==> src/rtl/mutex_arb_pkg.sv <==
// rtl/mutex_arb_pkg.sv - shared types and defaults for the mutex grant front end
package mutex_arb_pkg;

    typedef enum logic [2:0] {
        IDLE,
        WAIT,
        SETTLE,
        HOLD,
        RELEASE
    } state_t;

    localparam int CLI0 = 0;
    localparam int CLI1 = 1;

    localparam int SETTLE_CYC_DEF = 2;
    localparam int BREAK_CYC_DEF  = 4;
    localparam int HOLD_MAX_DEF   = 255;

    function automatic logic grant_valid(input logic [1:0] y);
        return y[1] ^ y[0];
    endfunction

    function automatic logic [1:0] onehot(input logic i);
        return (i == 1'(CLI1)) ? 2'b10 : 2'b01;
    endfunction

endpackage

==> src/rtl/grant_stability_filter.sv <==
// rtl/grant_stability_filter.sv - tracks a run of identical one-hot grant samples
module grant_stability_filter
    import mutex_arb_pkg::*;
#(
    parameter int SETTLE_CYC = SETTLE_CYC_DEF
) (
    input  logic       clk,
    input  logic       rst,
    input  logic [1:0] mx_y,
    input  logic       start,
    input  logic       advance,
    output logic       valid,
    output logic       idx,
    output logic       same,
    output logic       first_last,
    output logic       last
);

    localparam logic [4:0] SETTLE_T = 5'(SETTLE_CYC);

    logic [1:0] g;
    logic [3:0] scnt;
    logic [4:0] scnt_inc;

    assign valid      = grant_valid(mx_y);
    assign idx        = mx_y[1];
    assign same       = (mx_y == g);
    assign scnt_inc   = {1'b0, scnt} + 5'd1;
    assign first_last = (SETTLE_T <= 5'd1);
    assign last       = (scnt_inc >= SETTLE_T);

    // Any cycle that neither starts nor extends the run breaks it.
    always_ff @(posedge clk) begin
        if (rst) begin
            g    <= '0;
            scnt <= '0;
        end else if (start) begin
            g    <= mx_y;
            scnt <= 4'd1;
        end else if (advance) begin
            scnt <= scnt_inc[3:0];
        end else begin
            scnt <= '0;
        end
    end

endmodule

==> src/rtl/mutex_grant_ctrl.sv <==
// rtl/mutex_grant_ctrl.sv - four-phase req/ack front end for a two-client NAND mutex
module mutex_grant_ctrl
    import mutex_arb_pkg::*;
#(
    parameter int SETTLE_CYC = SETTLE_CYC_DEF,
    parameter int BREAK_CYC  = BREAK_CYC_DEF,
    parameter int HOLD_MAX   = HOLD_MAX_DEF,
    parameter int CNT_W      = 8
) (
    input  logic       clk,
    input  logic       rst,
    input  logic [1:0] req,
    output logic [1:0] ack,
    output logic [1:0] mx_x,
    input  logic [1:0] mx_y,
    output logic       busy,
    output logic       timeout,
    output logic       timeout_id
);

    localparam logic [3:0]       BREAK_T = 4'(BREAK_CYC);
    localparam logic [CNT_W-1:0] HOLD_T  = CNT_W'(HOLD_MAX);

    state_t           state;
    logic             w;
    logic             rr;
    logic             mask_id;
    logic             mask_rem;
    logic             fired;
    logic [3:0]       wcnt;
    logic [CNT_W-1:0] hcnt;
    logic [1:0]       fwd;

    logic g_valid, g_idx, g_same, g_first_last, g_last;
    logic f_start, f_adv;

    assign busy    = (state != IDLE);
    assign f_start = (state == WAIT) && g_valid && req[g_idx];
    assign f_adv   = (state == SETTLE) && req[w] && g_same;

    grant_stability_filter #(
        .SETTLE_CYC(SETTLE_CYC)
    ) u_filter (
        .clk       (clk),
        .rst       (rst),
        .mx_y      (mx_y),
        .start     (f_start),
        .advance   (f_adv),
        .valid     (g_valid),
        .idx       (g_idx),
        .same      (g_same),
        .first_last(g_first_last),
        .last      (g_last)
    );

    // The releasing owner stays off the mutex until its grant has dropped.
    always_comb begin
        fwd = req;
        if (mask_rem)
            fwd[mask_id] = 1'b0;
        if (state == RELEASE)
            fwd[w] = 1'b0;
    end

    always_ff @(posedge clk) begin
        if (rst) begin
            state      <= IDLE;
            ack        <= '0;
            mx_x       <= '0;
            timeout    <= 1'b0;
            timeout_id <= 1'b0;
            w          <= 1'b0;
            rr         <= 1'b0;
            mask_id    <= 1'b0;
            mask_rem   <= 1'b0;
            fired      <= 1'b0;
            wcnt       <= '0;
            hcnt       <= '0;
        end else begin
            mx_x     <= fwd;
            timeout  <= 1'b0;
            mask_rem <= 1'b0;
            case (state)
                IDLE: begin
                    if (|req)
                        state <= WAIT;
                end
                WAIT: begin
                    if (f_start) begin
                        w    <= g_idx;
                        wcnt <= '0;
                        if (g_first_last) begin
                            state <= HOLD;
                            ack   <= onehot(g_idx);
                        end else begin
                            state <= SETTLE;
                        end
                    end else if (req == 2'b00) begin
                        state <= IDLE;
                        wcnt  <= '0;
                    end else if (mx_x == 2'b11 && !g_valid) begin
                        // Persistent tie: drop the non-preferred client for two cycles.
                        if (wcnt + 4'd1 == BREAK_T) begin
                            wcnt       <= '0;
                            mask_id    <= ~rr;
                            mask_rem   <= 1'b1;
                            mx_x[~rr]  <= 1'b0;
                        end else begin
                            wcnt <= wcnt + 4'd1;
                        end
                    end else begin
                        wcnt <= '0;
                    end
                end
                SETTLE: begin
                    if (!req[w]) begin
                        state <= RELEASE;
                    end else if (!g_same) begin
                        state <= WAIT;
                    end else if (g_last) begin
                        state <= HOLD;
                        ack   <= onehot(w);
                    end
                end
                HOLD: begin
                    if (!req[w]) begin
                        state <= RELEASE;
                        ack   <= '0;
                    end else begin
                        if (hcnt != '1)
                            hcnt <= hcnt + 1'b1;
                        if (HOLD_MAX != 0 && !fired && (hcnt + 1'b1) == HOLD_T) begin
                            timeout    <= 1'b1;
                            timeout_id <= w;
                            fired      <= 1'b1;
                        end
                    end
                end
                RELEASE: begin
                    if (!mx_y[w]) begin
                        rr    <= ~w;
                        hcnt  <= '0;
                        fired <= 1'b0;
                        state <= (|req) ? WAIT : IDLE;
                    end
                end
                default: state <= IDLE;
            endcase
        end
    end

endmodule

==> config.mk <==
export PLATFORM = sky130hd
export DESIGN_NAME = mutex_grant_ctrl
export DESIGN_NICKNAME = d
export VERILOG_FILES = /design/src/rtl/mutex_arb_pkg.sv /design/src/rtl/grant_stability_filter.sv /design/src/rtl/mutex_grant_ctrl.sv
export SDC_FILE = /design/constraint.sdc
export NUM_CORES = 1
export LEC_CHECK = 0
export ABC_AREA = 1
export BUFFER_PORTS_ARGS = -buffer_cell sky130_fd_sc_hd__buf_2
export CAP_MARGIN = 10
export CORE_UTILIZATION = 55
export CTS_CLUSTER_SIZE = 10
export DETAILED_ROUTE_END_ITERATION = 10
export HOLD_SLACK_MARGIN = 0.06
export PLACE_DENSITY = 0.81
export SLEW_MARGIN = 20
export SYNTH_ARGS = -nofsm -noshare
export SYNTH_HDL_FRONTEND = slang
export SYNTH_HIERARCHICAL = 1
export SYNTH_SLANG_ARGS = --single-unit
==> constraint.sdc <==
create_clock -name clk -period 1.9 [get_ports clk]
set_input_delay 0.38 -clock clk [delete_from_list [all_inputs] [get_ports clk]]
set_output_delay 0.38 -clock clk [all_outputs]
set_load 0.03 [all_outputs]
==> flow_summary.toml, run 1 <==
[timing]
setup_violations = 0
layout_setup_ws_ns = 0.172
rsz0062_at_grt = "no"
fin_tns_setup_ns = 0
fin_crit_sh = 0.910
slew_viol_final = 0
whs_ns = 0.347
fin_skew_ns = 0.00444
hold_violations = 0
max_freq_ghz = 0.579
min_period_ns = 1.73

[setup_path]
r2r_start = "u_filter/scnt[1]"
reg2regPathDepth = 12
critPathLaunchType = "flip-flop"
path_buf_inv = 3
crit_arrival_ns = 1.35
worstPathMaxFanout = 6
cpMaxStageDelayCell = "dfxtp_1"
critPathCaptureType = "output pin"
cpMostUsedCell = "inv_1"
criticalPathCategory = "reg2out"
r2r-end = "ack[1]"
critPathTopFamily = "flip-flops"
path_cells = "nor2_4, inv_1, nor2_1, inv_1, buf_2"
r2r_slack_ns = 0.19
required_ns = 1.52
critPathMaxStageDelay_ns = 0.41

[drt]
wl_per_cell_um = 10.7
routed_wl_um = 3760
via_per_inst = 5.09
vias = 1787
detail-route-antenna-nets = 0
drc = 0
drtIter0Drc = 97
dr.pass1.iters = 4

[yosys]
yosysWarnings = 6
ys_top_cells_by_count = "85 x nand2_1, 39 x inv_1, 33 x nor2_1"
avgSynthCellArea_um2 = 6.44
synth.distinct_cells = 26
synth_nets = 303
synth_most_common_cell = "nand2_1"
synth.ff_latch_count = 32
netlist_area_um2 = 1870
post-synth-top-area-cell = "dfxtp_1"
synth_top_area_frac = 0.342
ys.flop_type = "dfxtp_1"
synth-edff-count = 0
async_reset_ff_frac = 0
netlist_top_cells_area = "dfxtp_1 34%, nand2_1 17%, inv_1 7.8%"
seq_area_frac_synth = 0.342
synth_cells = 291

[final_layout]
post-route-util = 0.644
final_cell_count_no_fill = 351
seq_area_um2 = 641
final_area_um2 = 2030
multi_input_area_um2 = 1050
drive_above_1_share = 0.130
area_growth_pct = 8.48
n_antenna_cell = 0
finalNetCount = 318
fillCellCount = 311

[clocking]
post_cts_buffers = 0
htree_levels = 2
cts_inserted_buffers = 5
cts_hold_buf = 0
cts_sinks = 32
clockBufferDepth = 2
cts_tree = "done"
cts_root_buffer = "clkbuf_4"
clk_pin_slew_ns = 0.09
clk_latency_ns = 0.33

[die]
rows = 20
die_h_um = 60.4
start_util = 0.594
die_width_um = 60.4
io_pins = 13
die-area_um2 = 3640
core_area_um2 = 3150

[placement]
dp.cells = 343
dpl_cell_area_um2 = 1970
dp_hpwl_um = 2790
io_buffer_count = 12
place_congestion = 0.844
pre_cts_ws_ns = 0.190

[worst_hold_path]
whs_path_depth = 3
hp-start = "req[1]"
hp-class = "in2reg"
whs_endpoint = "mx_x[1]"

[global_routing]
grt_usage = 0.235
grt_pass1_wl_um = 6310
antenna_found_initial = 0
gr-total-overflow = 0
grt_pass1_vias = 1517
grt_start_max_net_pins = 16

[power_and_ir_drop]
fin_total_pwr_mw = 1.91
ir_drop_mv = 0.386
power.leakage_nw = 0.940
p_per_area_nw_per_um2 = 940

[flow_run]
maxCapViolations = 0

[outcome]
status = "finished, final reports clean"
[layout by cell type (no fill, tap or decap), types with 6 or more instances in the layout]
master	instances
dfxtp_1	32
nand2_1	85
ha_1	6
nand3_1	20
buf_2	12
nand2_2	6
o21ai_0	7
inv_1	39
nor2_1	33
a21oi_1	24
[registers in the layout (all words and copies together) (netlist names), 2 cells and up]
register / cells
u_filter/scnt: 4
u_filter/g: 2
hcnt: 8
mx_x: 2
wcnt: 4
ack: 2
state: 3
[worst max path at each step]
stage / startpoint / to / slack, ns / cells after the start
3_5_place_dp: u_filter/scnt[1] / ack[1] / 0.19 / 12
6_report: state[0] / busy / 0.17 / 5
3_3_place_gp: u_filter/scnt[1] / ack[1] / 0.22 / 12
2_1_floorplan: u_filter/scnt[1] / ack[1] / 0.42 / 12
5_1_grt: u_filter/scnt[1] / ack[1] / 0.02 / 12
4_1_cts: state[0] / busy / 0.13 / 5
[repair_timing]
item	CTS	global route
endpoints found under the hold margin	0	0
resized for setup	0	1
setup endpoints to repair	0	1
[tightest hold or removal path: stages]
cell and delay (ns):
buf_2 0.12, o211ai_1 0.09, a21oi_1 0.04
[cell type report]
type                            count  share of cell area
Timing Repair Buffer               13              0.0333
Sequential cell                    32               0.315
Inverter                           42              0.0776
Multi-Input combinational cell    212               0.518
Clock buffer                        8              0.0289
Tap cell                           44              0.0271
[metal layers]
layer	track usage	part of all wire	vias to the layer above
met5	0	0	-
met4	0.0930	0.0098	0
met3	0.0661	0.053	5
met2	0.389	0.47	46
met1	0.288	0.46	792
li1	-	-	944
[where the power goes]
group / internal [mW] / switching (mW) / leakage (nW)
Combinational: 0.220 / 0.476 / 0.648
Sequential: 0.735 / 0.0762 / 0.259
Clock: 0.182 / 0.221 / 0.0326
Total: 1.14 / 0.773 / 0.940
[kinds of logic after synthesis]
kind of cell,after synthesis,share of synthesized area
AOI/OAI and AO/OA,35,0.0962
xor gates and xnor gates,5,0.0234
adders and majority gates,6,0.0401
buffers and inverters,47,0.0989
DFF,32,0.342
other,1,0.00200
and+or+nand+nor,165,0.397
Note: power is estimated with default switching activity, not from simulation.
==> run 2, diff against run 1 <==
--- a/config.mk
+++ b/config.mk
@@ -13,6 +13,7 @@
 export DETAILED_ROUTE_END_ITERATION = 10
 export HOLD_SLACK_MARGIN = 0.06
 export PLACE_DENSITY = 0.81
+export REMOVE_ABC_BUFFERS = 1
 export SLEW_MARGIN = 20
 export SYNTH_ARGS = -nofsm -noshare
 export SYNTH_HDL_FRONTEND = slang
==> run 2 against run 1 <==
Fmax fell by 0.91%. Die area is the same. Cell area down 0.25%. Register-to-register slack better by 0.04 ns. Global-route usage is 0.28 points lower. Largest cell class unchanged.
==> flow_summary.toml, run 2 (synthesized netlist as in run 1, its figures left out) <==
[power_and_ir_drop]
clkPwrFrac = 0.217
power_frac_seq = 0.425
power.leakage_nw = 0.938
ir_drop_mv = 0.595
intPower_mw = 1.13
power_frac_comb = 0.357
p_per_area_nw_per_um2 = 933
p_sw_frac = 0.402
switchingPower_uw = 760

[global_routing]
grt_pass1_vias = 1524
antenna_found_initial = 0
grt_usage = 0.232
grt_pass1_wl_um = 6260
gr-total-overflow = 0
grt_start_max_net_pins = 17

[drt]
wl_per_cell_um = 10.3
via_per_inst = 5.00
routed_wl_um = 3630
detail-route-antenna-nets = 0
dr.pass1.iters = 4
vias = 1754
drtIter0Drc = 54
drc = 0

[die]
die_width_um = 60.4
die_h_um = 60.4
rows = 20
start_util = 0.594
io_pins = 13
die-area_um2 = 3640
core_area_um2 = 3150

[placement]
place_congestion = 0.851
dp_hpwl_um = 2700
io_buffer_count = 12

[clocking]
clk_latency_ns = 0.34
cts_hold_buf = 0
htree_levels = 2
cts_resized = 0
post_cts_buffers = 0
clockBufferDepth = 2
clk_pin_slew_ns = 0.09
cts_inserted_buffers = 5
cts_tree = "done"
cts_root_buffer = "clkbuf_4"
cts_sinks = 32

[final_layout]
largest_register_ffs = 8
finalNetCount = 318
post-route-util = 0.643
final_cell_mix = "85 x nand2_1, 39 x inv_1, 33 x nor2_1"
biggestRegsByFlops = "hcnt x8, u_filter/scnt x4, wcnt x4"
drive_above_1_share = 0.130
layout_commonest_cell = "nand2_1"
n_antenna_cell = 0
largest-register = "hcnt"
area_growth_pct = 8.22

[setup_path]
worstPathMaxFanout = 6
criticalPathCategory = "reg2out"
crit_arrival_ns = 1.36
r2r_slack_ns = 0.23
critPathLaunchType = "flip-flop"
r2r-end = "ack[1]"
reg2regPathDepth = 12
cp.depth = 5
r2r_start = "u_filter/scnt[1]"
required_ns = 1.52
path_cells = "nor2_2, inv_1, nor2_1, inv_1, buf_2"
critPathMaxStageDelay_ns = 0.40
critPathCaptureType = "output pin"
cpMostUsedCell = "inv_1"
cpMaxStageDelayCell = "dfxtp_1"
path_buf_inv = 3
critPathTopFamily = "flip-flops"

[worst_hold_path]
whs_endpoint = "u_filter/g[0]"
whs_path_depth = 3
hp-start = "mx_y[0]"
hp-class = "in2reg"

[outcome]
status = "finished, final reports clean"

[timing]
fin_skew_ns = 0.00697
fin_tns_setup_ns = 0
hold_violations = 0
setup_violations = 0
max_freq_ghz = 0.573
slew_viol_final = 0
min_period_ns = 1.74
fin_crit_sh = 0.918
rsz0062_at_grt = "no"

[flow_run]
maxCapViolations = 0
## run 2: cell count changes in the layout (fill, tap and decap cells not counted)
cell    delta
nor2_2     +1
nor2_4     -1
## run 2: final cells by class
class,instances,area (um2)
multi-input cells,212,1050
repair buffers,13,67.6
fillers,310,1130
well taps,44,55.1
inverters,42,158
flip-flops and latches,32,641
clock buffers,8,58.8
## run 2: how the worst max path moves through the flow
stage / start / end
floorplan: u_filter/scnt[1] / ack[1]
global placement: u_filter/scnt[1] / ack[1]
detailed placement: u_filter/scnt[1] / ack[1]
CTS: state[0] / busy
global route: hcnt[0] / hcnt[0]
finish: state[0] / busy
## run 2: power groups by stage
stage / clock [mW] / combinational (mW) / sequential (mW)
global placement: 0 / 0.671 / 0.818
floorplan: 0 / 0.474 / 0.861
CTS: 0.428 / 0.673 / 0.804
global route: 0.446 / 0.759 / 0.816
finish: 0.411 / 0.675 / 0.804
detailed placement: 0 / 0.672 / 0.819
## run 2: layer usage
layer	global-route usage	wire [um]
met1	0.298	1790
met4	0.140	71
met2	0.364	1590
met5	0	0
met3	0.0405	176
## run 2: tightest hold or removal path, stage by stage
cell and delay [ns]:
buf_2 0.13, nand2_1 0.06, a21oi_1 0.06
## run 2: metrics by stage
step                area, um2  std cells  total power, mW  setup WS [ns]  hold slack, ns
floorplan                1850        286             1.33          0.418           0.426
global placement         1970        343             1.49          0.277           0.438
detailed placement       1970        343             1.49          0.259           0.447
CTS                      2030        351             1.91          0.148           0.322
global route             2030        351             2.02         0.0301           0.358
finish                   2030        351             1.89          0.156           0.325
==> run 3, diff against run 2 <==
--- a/config.mk
+++ b/config.mk
@@ -8,11 +8,11 @@
 export ABC_AREA = 1
 export BUFFER_PORTS_ARGS = -buffer_cell sky130_fd_sc_hd__buf_2
 export CAP_MARGIN = 10
-export CORE_UTILIZATION = 55
+export CORE_UTILIZATION = 30
 export CTS_CLUSTER_SIZE = 10
 export DETAILED_ROUTE_END_ITERATION = 10
 export HOLD_SLACK_MARGIN = 0.06
-export PLACE_DENSITY = 0.81
+export PLACE_DENSITY = 0.52
 export REMOVE_ABC_BUFFERS = 1
 export SLEW_MARGIN = 20
 export SYNTH_ARGS = -nofsm -noshare
==> run 3 against run 2 <==
Via count decreased by 0.29%. Register-to-register slack improved by 0.02 ns. First-iteration DRC count increased by 1.9%. Cell area increased by 3.1%. Clock skew decreased by 0.00066 ns. Global-route usage decreased by 8.9 points. Worst hold slack improved by 0.078 ns. Critical path type unchanged.
==> flow_summary.toml, run 3 (synthesized netlist as in run 1, its figures left out) <==
[outcome]
status = "finished, final reports clean"

[clocking]
cts_root_buffer = "clkbuf_8"
clk_pin_slew_ns = 0.07
cts_tree = "done"
htree_levels = 2
cts_inserted_buffers = 5
clk_latency_ns = 0.29
clockBufferDepth = 2
cts_sinks = 32
post_cts_buffers = 0
cts_hold_buf = 0
cts_resized = 0

[setup_path]
reg2regPathDepth = 12
cpMostUsedCell = "inv_1"
crit_arrival_ns = 1.33
r2r-end = "state[1]"
r2r_slack_ns = 0.25
worstPathMaxFanout = 6
required_ns = 1.52
path_cells = "nor2_2, inv_1, nor2_1, inv_1, buf_2"
cpMaxStageDelayCell = "dfxtp_1"
criticalPathCategory = "reg2out"
startpoint = "state[0]"
r2r_start = "u_filter/scnt[0]"
critPathCaptureType = "output pin"
crit_path_end = "busy"
critPathLaunchType = "flip-flop"
critPathMaxStageDelay_ns = 0.39

[final_layout]
layout_commonest_cell = "nand2_1"
largest_register_ffs = 8
largest-register = "hcnt"
final_cell_mix = "85 x nand2_1, 39 x inv_1, 33 x nor2_1"
n_antenna_cell = 0
finalNetCount = 318
drive_above_1_share = 0.131
area_growth_pct = 11.6
post-route-util = 0.351
biggestRegsByFlops = "hcnt x8, u_filter/scnt x4, wcnt x4"
final_area_um2 = 2090

[die]
start_util = 0.314
die_h_um = 81.0
die-area_um2 = 6560
core_area_um2 = 5960
die_width_um = 81.0
rows = 28
io_pins = 13

[drt]
vias = 1749
drc = 0
via_per_inst = 4.59
wl_per_cell_um = 10.7
dr.pass1.iters = 4
routed_wl_um = 4080
drtIter0Drc = 55
detail-route-antenna-nets = 0

[worst_hold_path]
hp-class = "in2reg"

[timing]
min_period_ns = 1.71
rsz0062_at_grt = "no"
fin_tns_setup_ns = 0
setup_violations = 0
slew_viol_final = 0
max_freq_ghz = 0.584
fin_skew_ns = 0.00632
whs_ns = 0.403
fin_crit_sh = 0.902
hold_violations = 0

[power_and_ir_drop]
intPower_mw = 1.21
power.leakage_nw = 0.948
ir_drop_mv = 0.390
p_per_area_nw_per_um2 = 962
fin_total_pwr_mw = 2.01
power_frac_comb = 0.350
power_frac_seq = 0.401
p_sw_frac = 0.400
clkPwrFrac = 0.248
switchingPower_uw = 805

[global_routing]
gr-total-overflow = 0
grt_start_max_net_pins = 17
grt_pass1_vias = 1609
grt_pass1_wl_um = 7240
grt_usage = 0.143
antenna_found_initial = 0

[flow_run]
maxCapViolations = 0

[placement]
io_buffer_count = 12
dp_hpwl_um = 3040
dpl_cell_area_um2 = 2010
place_congestion = 0.805
-- run 3: changes by cell type in the layout (fill, tap and decap cells not counted), sizes merged --
cell,change
clkinv,+1
clkbuf,-2
-- run 3: power groups by stage --
stage | clock, mW | sequential [mW] | combinational (mW)
2_1_floorplan | 0 | 0.861 | 0.474
3_3_place_gp | 0 | 0.824 | 0.695
3_5_place_dp | 0 | 0.822 | 0.691
4_1_cts | 0.525 | 0.807 | 0.693
5_1_grt | 0.549 | 0.815 | 0.801
6_report | 0.499 | 0.807 | 0.705
-- run 3: critical path: cells and delay by family, from the launching register on --
family / cells / cell delay [ns]
DFF: 1 / 0.39
and+or+nand+nor: 2 / 0.37
buffers and inverters: 3 / 0.29
-- run 3: metal layers --
| layer | routed length (um) | vias up | GRT usage | part of all wire |
|---|---|---|---|---|
| li1 | - | 940 | - | - |
| met1 | 2060 | 772 | 0.184 | 0.50 |
| met2 | 1790 | 31 | 0.226 | 0.44 |
| met3 | 146 | 6 | 0.0337 | 0.036 |
| met4 | 80 | 0 | 0.0643 | 0.020 |
| met5 | 0 | - | 0 | 0 |
-- run 3: layout make-up --
| type | instances | area (um2) |
|---|---|---|
| well taps | 75 | 93.8 |
| clock inverters | 1 | 5.00 |
| flip-flops and latches | 32 | 641 |
| clock buffers | 6 | 72.6 |
| multi-input cells | 212 | 1050 |
| inverters | 42 | 158 |
| repair buffers | 13 | 67.6 |
| fillers | 665 | 3860 |
-- run 3: metrics by stage --
| step | setup WS (ns) | std cells |
|---|---|---|
| after floorplan | 0.418 | 286 |
| after detailed placement | 0.193 | 374 |
| after global placement | 0.202 | 374 |
| after global routing | 0.00263 | 381 |
| after CTS | 0.169 | 381 |
| final | 0.187 | 381 |
-- run 3: worst min-delay path by stage --
stage                     slack, ns  cells after the start     from             to
final                          0.40                      3  mx_y[0]  u_filter/g[0]
after global routing           0.42                      3  mx_y[0]  u_filter/g[0]
after CTS                      0.38                      3  mx_y[0]  u_filter/g[0]
after detailed placement       0.44                      2    fired          fired
after global placement         0.44                      2    fired          fired
after floorplan                0.43                      2    fired          fired
